$ cat src/rtl/cic3_decim_dyn.sv
// cic3_decim_dyn: third-order CIC (sinc3) decimator.
// Turns a 1-bit delta-sigma stream into signed W-bit PCM at a runtime ratio R = 2^L.
// L is sampled from log2_dec at reset and at every frame boundary.
// The output is normalised to full-scale Q(W-1) for every ratio.
// Optional build macro CIC3_SETTLE_EN hides the filter transient outputs that follow
// a reset or a ratio change.
module cic3_decim_dyn #(
  parameter int W            = 24,
  parameter int LOG2_DEC_MAX = 8,
  parameter int IW           = 3*LOG2_DEC_MAX+2
) (
  input  logic                    clk,
  input  logic                    rst,
  input  logic                    bit_in,
  input  logic                    bit_valid,
  input  logic [3:0]              log2_dec,
  output logic signed [W-1:0]     dout,
  output logic                    dout_valid,
  output logic [LOG2_DEC_MAX-1:0] frame_cnt
);

  // Headroom for the left shift applied at small ratios.
  localparam int YW = IW + W;

  // L = 0 is not a decimator, and anything above the maximum exceeds the integrator width.
  function automatic logic [3:0] clamp_l(input logic [3:0] req);
    if (req == 4'd0) return 4'd1;
    if (int'(req) > LOG2_DEC_MAX) return 4'(LOG2_DEC_MAX);
    return req;
  endfunction

  // Saturate to the W-bit signed range. Only +R^3 can actually reach this limit.
  function automatic logic signed [W-1:0] sat_w(input logic signed [YW-1:0] y);
    logic signed [YW-1:0] hi;
    logic signed [YW-1:0] lo;
    hi = {{(YW-W+1){1'b0}}, {(W-1){1'b1}}};
    lo = {{(YW-W+1){1'b1}}, {(W-1){1'b0}}};
    if (y > hi) return {1'b0, {(W-1){1'b1}}};
    if (y < lo) return {1'b1, {(W-1){1'b0}}};
    return y[W-1:0];
  endfunction

  // The CIC gain is R^3 = 2^(3L). Shift it onto Q(W-1), then saturate.
  function automatic logic signed [W-1:0] scale_c3(input logic signed [IW-1:0] c,
                                                   input logic [3:0]           l);
    logic signed [YW-1:0] y;
    int                   sh;
    y  = {{W{c[IW-1]}}, c};
    sh = 3 * int'(l) - (W - 1);
    if (sh >= 0) y = y >>> sh;
    else         y = y <<< (-sh);
    return sat_w(y);
  endfunction

  logic signed [IW-1:0]    i1_q, i2_q, i3_q;
  logic signed [IW-1:0]    d1_q, d2_q, d3_q;
  logic signed [IW-1:0]    x, c1, c2, c3;
  logic [LOG2_DEC_MAX-1:0] cnt_q, cnt_d, last_cnt;
  logic [3:0]              l_q, l_d;
  logic signed [W-1:0]     dout_q, dout_d;
  logic                    dout_valid_q, dout_valid_d;
  logic                    strobe;
  logic                    settled;

  // Map bit 1 to +1 and bit 0 to -1.
  assign x = bit_in ? {{(IW-1){1'b0}}, 1'b1} : {IW{1'b1}};

  // The frame ends on the R-th valid bit.
  assign last_cnt = LOG2_DEC_MAX'((32'd1 << l_q) - 32'd1);
  assign strobe   = bit_valid && (cnt_q == last_cnt);

  // The comb section works on the pre-update i3.
  // All differences are modular, so integrator wrap-around cancels out.
  assign c1 = i3_q - d1_q;
  assign c2 = c1 - d2_q;
  assign c3 = c2 - d3_q;

`ifdef CIC3_SETTLE_EN
  logic [1:0] settle_q, settle_d;

  assign settled = (settle_q == 2'd3);

  // Count strobes since reset or since the last strobe that changed L.
  always_comb begin
    settle_d = settle_q;
    if (strobe) begin
      if (l_d != l_q)    settle_d = 2'd0;
      else if (!settled) settle_d = settle_q + 2'd1;
    end
  end

  // Settle counter register.
  always_ff @(posedge clk) begin
    if (rst) settle_q <= 2'd0;
    else     settle_q <= settle_d;
  end
`else
  assign settled = 1'b1;
`endif

  // Next state for the frame counter, the shadow ratio and the output register.
  always_comb begin
    cnt_d        = cnt_q;
    l_d          = l_q;
    dout_d       = dout_q;
    dout_valid_d = 1'b0;
    if (strobe) begin
      cnt_d        = '0;
      l_d          = clamp_l(log2_dec);
      dout_d       = scale_c3(c3, l_q);
      dout_valid_d = settled;
    end else if (bit_valid) begin
      cnt_d = cnt_q + LOG2_DEC_MAX'(1);
    end
  end

  // Control and output registers. Reset drops any partial frame.
  always_ff @(posedge clk) begin
    if (rst) begin
      cnt_q        <= '0;
      l_q          <= clamp_l(log2_dec);
      dout_q       <= '0;
      dout_valid_q <= 1'b0;
    end else begin
      cnt_q        <= cnt_d;
      l_q          <= l_d;
      dout_q       <= dout_d;
      dout_valid_q <= dout_valid_d;
    end
  end

  // Integrator cascade. It advances only on valid bits, and every stage reads the old values.
  always_ff @(posedge clk) begin
    if (rst) begin
      i1_q <= '0;
      i2_q <= '0;
      i3_q <= '0;
    end else if (bit_valid) begin
      i1_q <= i1_q + x;
      i2_q <= i2_q + i1_q;
      i3_q <= i3_q + i2_q;
    end
  end

  // Comb delay line. It is clocked once per frame, at the strobe.
  always_ff @(posedge clk) begin
    if (rst) begin
      d1_q <= '0;
      d2_q <= '0;
      d3_q <= '0;
    end else if (strobe) begin
      d1_q <= i3_q;
      d2_q <= c1;
      d3_q <= c2;
    end
  end

  assign dout       = dout_q;
  assign dout_valid = dout_valid_q;
  assign frame_cnt  = cnt_q;

endmodule

$ cat config.mk
export PLATFORM = sky130hd
export DESIGN_NAME = cic3_decim_dyn
export DESIGN_NICKNAME = d
export VERILOG_FILES = /design/src/rtl/cic3_decim_dyn.sv
export SDC_FILE = /design/constraint.sdc
export NUM_CORES = 1
export LEC_CHECK = 0
export ABC_AREA = 1
export CORE_MARGIN = 2
export CORE_UTILIZATION = 40
export DETAILED_ROUTE_END_ITERATION = 8
export PLACE_DENSITY = 0.62
export SLEW_MARGIN = 20
export SYNTH_ARGS = -nofsm -noshare
export SYNTH_HDL_FRONTEND = slang
export SYNTH_SLANG_ARGS = --single-unit
$ cat constraint.sdc
create_clock -name clk -period 7.1 [get_ports clk]
set_clock_uncertainty 0.2 [all_clocks]
set_input_delay 1.775 -clock clk [delete_from_list [all_inputs] [get_ports clk]]
set_output_delay 1.775 -clock clk [all_outputs]
set_load 0.05 [all_outputs]
# After elaboration in Yosys (flattened, before gate mapping)
# Cells that the tools add are included.
[op_classes]
multipliers = 1
reduce_logical = 4
n_addsub = 10
mux = 29
n_lt_le_gt_ge = 4
eq_ne = 1
shifts = 3
[ops]
columns = ["op", "count"]
rows = [
  ["$mux W50", 2],
  ["$mux W24", 4],
  ["$add A26 B26 Y26", 3],
  ["$sub A26 B26 Y26", 3],
  ["$gt A50 B24 Y1 const B", 1],
  ["$lt A50 B24 Y1 const B", 1],
  ["$sshl A26 B32 Y50", 1],
  ["$sshr A26 B32 Y50", 1],
  ["$mux W4", 8],
  ["$neg A7 Y32", 1],
  ["$mux W26", 1],
  ["$mux W1", 14],
  ["$add A8 B1 Y8 const B", 1],
  ["$eq A8 B8 Y1", 1],
  ["$shl A1 B4 Y8 const A", 1],
  ["$sub A8 B1 Y8 const B", 1],
  ["$ge A7 B1 Y1 const B", 1],
  ["$sub A6 B5 Y7 const B", 1],
  ["$mul A2 B4 Y6 const A", 1],
  ["$gt A4 B4 Y1 const B", 1],
  ["$logic_not A4 Y1", 1],
  ["$reduce_bool A2 Y1", 1],
  ["$reduce_or A2 Y1", 1],
  ["$logic_and A1 B1 Y1", 1],
]
[word_totals]
reg_bits = 193
in_bits = 8
wordCells = 62

# Depth between registers and ports, before layout
[depth]
ltp_word = 13
depth_mapped = 62
ltp_nobuf = 61

# Least setup slack after synthesis
# Ideal clock, no wire load.
[synth_timing]
path_type = "register to register"
from = "reg i3_q[0]"
to = "reg dout_q[23] (netlist: dout[23])"
setup_time_ns = 0.114
arrival_time_ns = 6.709
path_stages_with_launch = 52
slack_ns = 0.077
n_path_buf = 2
period_less_slack_ns = 7.023
cell_sequence = "dfxtp_1 > inv_1 > ha_1 > fa_1 > inv_1 > nand2_1 > nand2_1 > a21oi_1 > o21ai_0 > a21oi_1 > o21bai_1 > nand3_1 > nand2_1 > a21oi_1 > o21bai_1 > nand3_1 > nand2_1 > nand3_1 > [... 16 more ...] > nand2_1 > or2_2 > nand3_1 > nand3_1 > nand2_1 > inv_2 > nor2_1 > inv_2 > clkbuf_1 > a21oi_1 > nand2_1 > nor2_1 > nand3_1 > nand2_2 > buf_6 > nand2_1 > nand3_1 > nand2_1"
[synth_via]
elab_chain_cells = 12
elab_cells_between_ends = 17
cone_classes = "3 x add/sub; 2 x order compare; 2 x shift; 10 x mux"
[synth_lines]
columns = ["item", "line_no", "rtl"]
rows = [
  ["start, declared", "55", "logic signed [IW-1:0] i1_q, i2_q, i3_q;"],
  ["start signal, assigned", "141", "i3_q <= i3_q + i2_q;"],
  ["$sub A26 B26 Y26 (*)", "74", "assign c1 = i3_q - d1_q;"],
  ["named net c1[20]", "57", "logic signed [IW-1:0] x, c1, c2, c3;"],
  ["$sub A26 B26 Y26 (*)", "75", "assign c2 = c1 - d2_q;"],
  ["named net c2[23]", "57", ""],
  ["$sub A26 B26 Y26 (*)", "76", "assign c3 = c2 - d3_q;"],
  ["$sshl A26 B32 Y50 or $sshr A26 B32 Y50 (tied branches)", "51, 50", ""],
  ["$mux W50 (*)", "50", "if (sh >= 0) y = y >>> sh;"],
  ["$mux W50 (*)", "107", "if (strobe) begin"],
  ["$lt A50 B24 Y1", "39", "if (y < lo) return {1'b1, {(W-1){1'b0}}};"],
  ["$mux W1 (2 in series)", "39", ""],
  ["$mux W1", "107", ""],
  ["$mux W24", "40", "return y[W-1:0];"],
  ["$mux W24 (*)", "39", ""],
  ["end signal, assigned", "127", "dout_q <= dout_d;"],
  ["end, declared", "60", "logic signed [W-1:0] dout_q, dout_d;"],
]
# Mark *: on every way through the listed nets, which the timed path passes. The rest lies on a longest branch. The select of a mux whose other input is x is not followed.
# A chain may end at the register's enable or synchronous reset.

# Worst setup path after layout
[layout_timing]
from = "reg i3_q[0]"
to = "reg dout_q[7] (netlist: dout[7])"
# The elaborated chain is that of the path after synthesis.

==> impl_metrics.tcl <==
set metrics [dict create \
    outcome "finished, violations left" \
    violations "setup timing" \
    rows 79 \
    final_nets 3499 \
    worst_pin_slew_ps 1010 \
    slowest_stage "fa_2" \
    ys_seq_area_share_pct 20.7 \
    critPathBufInv 9 \
    grt_max_degree 72 \
    synth_top_flop_cell "dfxtp_1" \
    numPortBuffers 40 \
    post_drt_wl_per_cell_microns 15.2 \
    irDropWorstVdd_mv 0.233 \
    fp.coreArea_sq_um 46600 \
    drive_gt1_share_pct 16.4 \
    worstSetupStartpointType "flip-flop" \
    yosys.cell_types.count 55 \
    hp-start "dout[3]" \
    netlist_instances 3087 \
    min-delay-path-class "reg2reg" \
    final_common_cell "nand2_1" \
    clock-root-buffer "clkbuf_16" \
    gp_congestion 0.941 \
    cts_tree "done" \
    overflow 0 \
    dr_total_vias 20700 \
    n_antenna_cell 0 \
    grt_antenna_before_repair 0 \
    yosys_warnings 0 \
    timing.final.crit_share_pct 104 \
    fin_area_sq_um 23300 \
    synth_edf_count 4 \
    postSynth.asyncResetShare_pct 0 \
    start_util_pct 40.6 \
    die_x_microns 221 \
    period_needed_ps 7400 \
    dr.pass1.iters 6 \
    drc 0 \
    crit_required_ps 7240 \
    drt_iter0_markers 1534 \
    endpoint_kind "flip-flop" \
    min_path_cells 2 \
    fin_hold_ws_ps 246 \
    htreeDepth 4 \
    worst_r2r_path_depth 60 \
    rsz0062_at_grt "true" \
    max_cap_violations 0 \
    drt_wl_total_mm 59.9 \
    layout_common_cells "nand2_1, inv_1, buf_4, nand3_1, a21oi_1" \
    grt_pass1_wl_mm 99.0 \
    clk_pin_slew_ps 70 \
    cp_top_family "simple AND/OR/NAND/NOR gates" \
    grt_pass1_vias 19900 \
    dp_hpwl_mm 45.5 \
    synth-seq-cells 193 \
    cts.sinks 193 \
    relSlewSlack_pct 32.4 \
    power_mw 9.95 \
    p_leak_nw 11.4 \
    numCtsBuffers 17 \
    die_h_microns 221 \
    powerDensity_nw_per_um2 427 \
    route.antenna.remaining_nets 0 \
    area_growth_pct 23.5 \
    arrival_ps 7550 \
    hold-path-endpoint "dout[3]" \
    finalSetupViolations 24 \
    hold_viol_final 0 \
    clock_tree.buffer_depth 2 \
    fp.dieArea_sq_um 49000 \
    vias_per_cell 5.26 \
    synth_area_sq_um 18900 \
    reg2reg_from "i3_q[0]" \
    grt.total_usage_pct 24.2 \
    rrSetupSlack_ps -300 \
    clkLatencyLatePin_ps 460 \
    path_max_fanout 5 \
    regToRegEndpoint "dout[7]" \
    ios 41 \
    slew_violations 0 \
    syn_area_per_cell_sq_um 6.12 \
    dpl_cell_area_sq_um 21600 \
    critical_path.most_common_cell "nand2_1" \
    setup_slack_ps -304 \
    cpPeakStageDelay_ps 340 \
    fmax_ghz 0.135 \
    crit_type "reg2reg" \
    syn_nets 3272 \
]
[tightest hold or removal path, cell delays in order, from the launching register on]
cell and delay, ps:
dfxtp_1 310, nand2_1 60, nand2_1 40
[kinds of logic (layout without fill, tap and decap cells)]
logic type | after synthesis | count (layout) | share of synthesized area, %
AO/OA/AOI/OAI | 652 | 652 | 19.0
XOR/XNOR | 149 | 149 | 6.95
adder cells (fa/ha/maj) | 177 | 177 | 12.0
buffers and inverters | 504 | 744 | 10.3
flip-flops | 193 | 193 | 20.7
multiplexers | 2 | 2 | 0.106
AND/OR/NAND/NOR | 1410 | 1410 | 31.0
[sequential cells by signal, summed over array words and instances, names as in the netlist]
| signal | count |
|---|---|
| i2_q | 26 |
| d2_q | 26 |
| frame_cnt | 8 |
| i3_q | 26 |
| d3_q | 26 |
| d1_q | 26 |
| l_q | 4 |
| dout | 24 |
| dout_valid | 1 |
| i1_q | 26 |
[cell usage after synthesis (4+ instances only)]
library cell    n  share of area [%]
a31oi_1         7               0.23
o21a_1          4               0.16
xor2_1        110                5.1
nor3b_1         4               0.16
inv_2          13               0.26
nand2_2         5               0.17
clkinv_1        9               0.18
o21bai_1       17               0.68
clkbuf_1       89                1.8
o211ai_1       30                1.2
nor2_1        226                4.5
buf_2          12               0.32
inv_1         349                6.9
nand4_1        24               0.79
nor3_1         12               0.32
dfxtp_1       189                 20
o221ai_1        5               0.23
nand3b_1        4               0.16
o21ai_1        41                1.1
ha_1          170                 11
a22oi_1         5               0.20
a21boi_0        8               0.32
fa_1            7               0.74
nor4_1          4               0.13
o22ai_1        39                1.3
xnor2_1        38                1.8
or2_2          10               0.33
edfxtp_1        4               0.64
a21o_1         12               0.48
a211oi_1        4               0.16
o21ai_0       223                5.9
nand3_1       289                7.7
a21oi_1       245                6.5
buf_1          26               0.52
nand2_1       823                 16
[layer usage]
| metal | wire [microns] | global-route usage, % | vias to the layer above |
|---|---|---|---|
| met3 | 3650 | 4.51 | 79 |
| met5 | 0 | 0 | - |
| met4 | 1320 | 6.95 | 0 |
| met1 | 28300 | 33.0 | 9474 |
| li1 | - | - | 10600 |
| met2 | 26600 | 38.7 | 512 |
[worst max-delay path by stage]
stage,start,endpoint,slack (ps),cells past startpoint
6_report,i3_q[0],dout[7],-300,60
5_1_grt,i3_q[0],dout[7],-870,60
4_1_cts,i3_q[0],dout[9],-340,57
3_5_place_dp,i3_q[0],dout[8],-830,54
3_3_place_gp,i3_q[0],dout[8],-890,54
2_1_floorplan,i3_q[0],dout[23],80,51
[repair_timing]
action,in CTS,in global routing
hold buffers,0,0
setup endpoints to repair,24,24
gates resized for setup,102,120
cloned,1,3
pin swaps,59,81
setup buffers,24,8
[per-stage QoR]
step	setup TNS [ps]	worst slack, ps	instances	utilization (%)
floorplan	0	76.9	3087	-
global placement	-18470	-889	3869	46.3
detailed placement	-18570	-831	3869	46.3
CTS	-7560	-336	3925	48.9
global route	-20160	-872	3934	50.1
finish	-6200	-304	3934	50.1
[layout make-up]
type                            instances  area [sq um]
Clock buffer                           19           433
Sequential cell                       193          3910
Inverter                              372          1410
Multi-Input combinational cell       2390         13900
Timing Repair Buffer                  340          2760
Clock inverter                         13           151
Fill cell                            4687         23200
Tap cell                              607           759
[report_power, final]
| part | internal [mW] | switching, mW |
|---|---|---|
| Combinational | 3.34 | 4.45 |
| Clock | 0.498 | 0.477 |
| Sequential | 1.14 | 0.0552 |
Note: power is estimated with default switching activity, not from simulation.
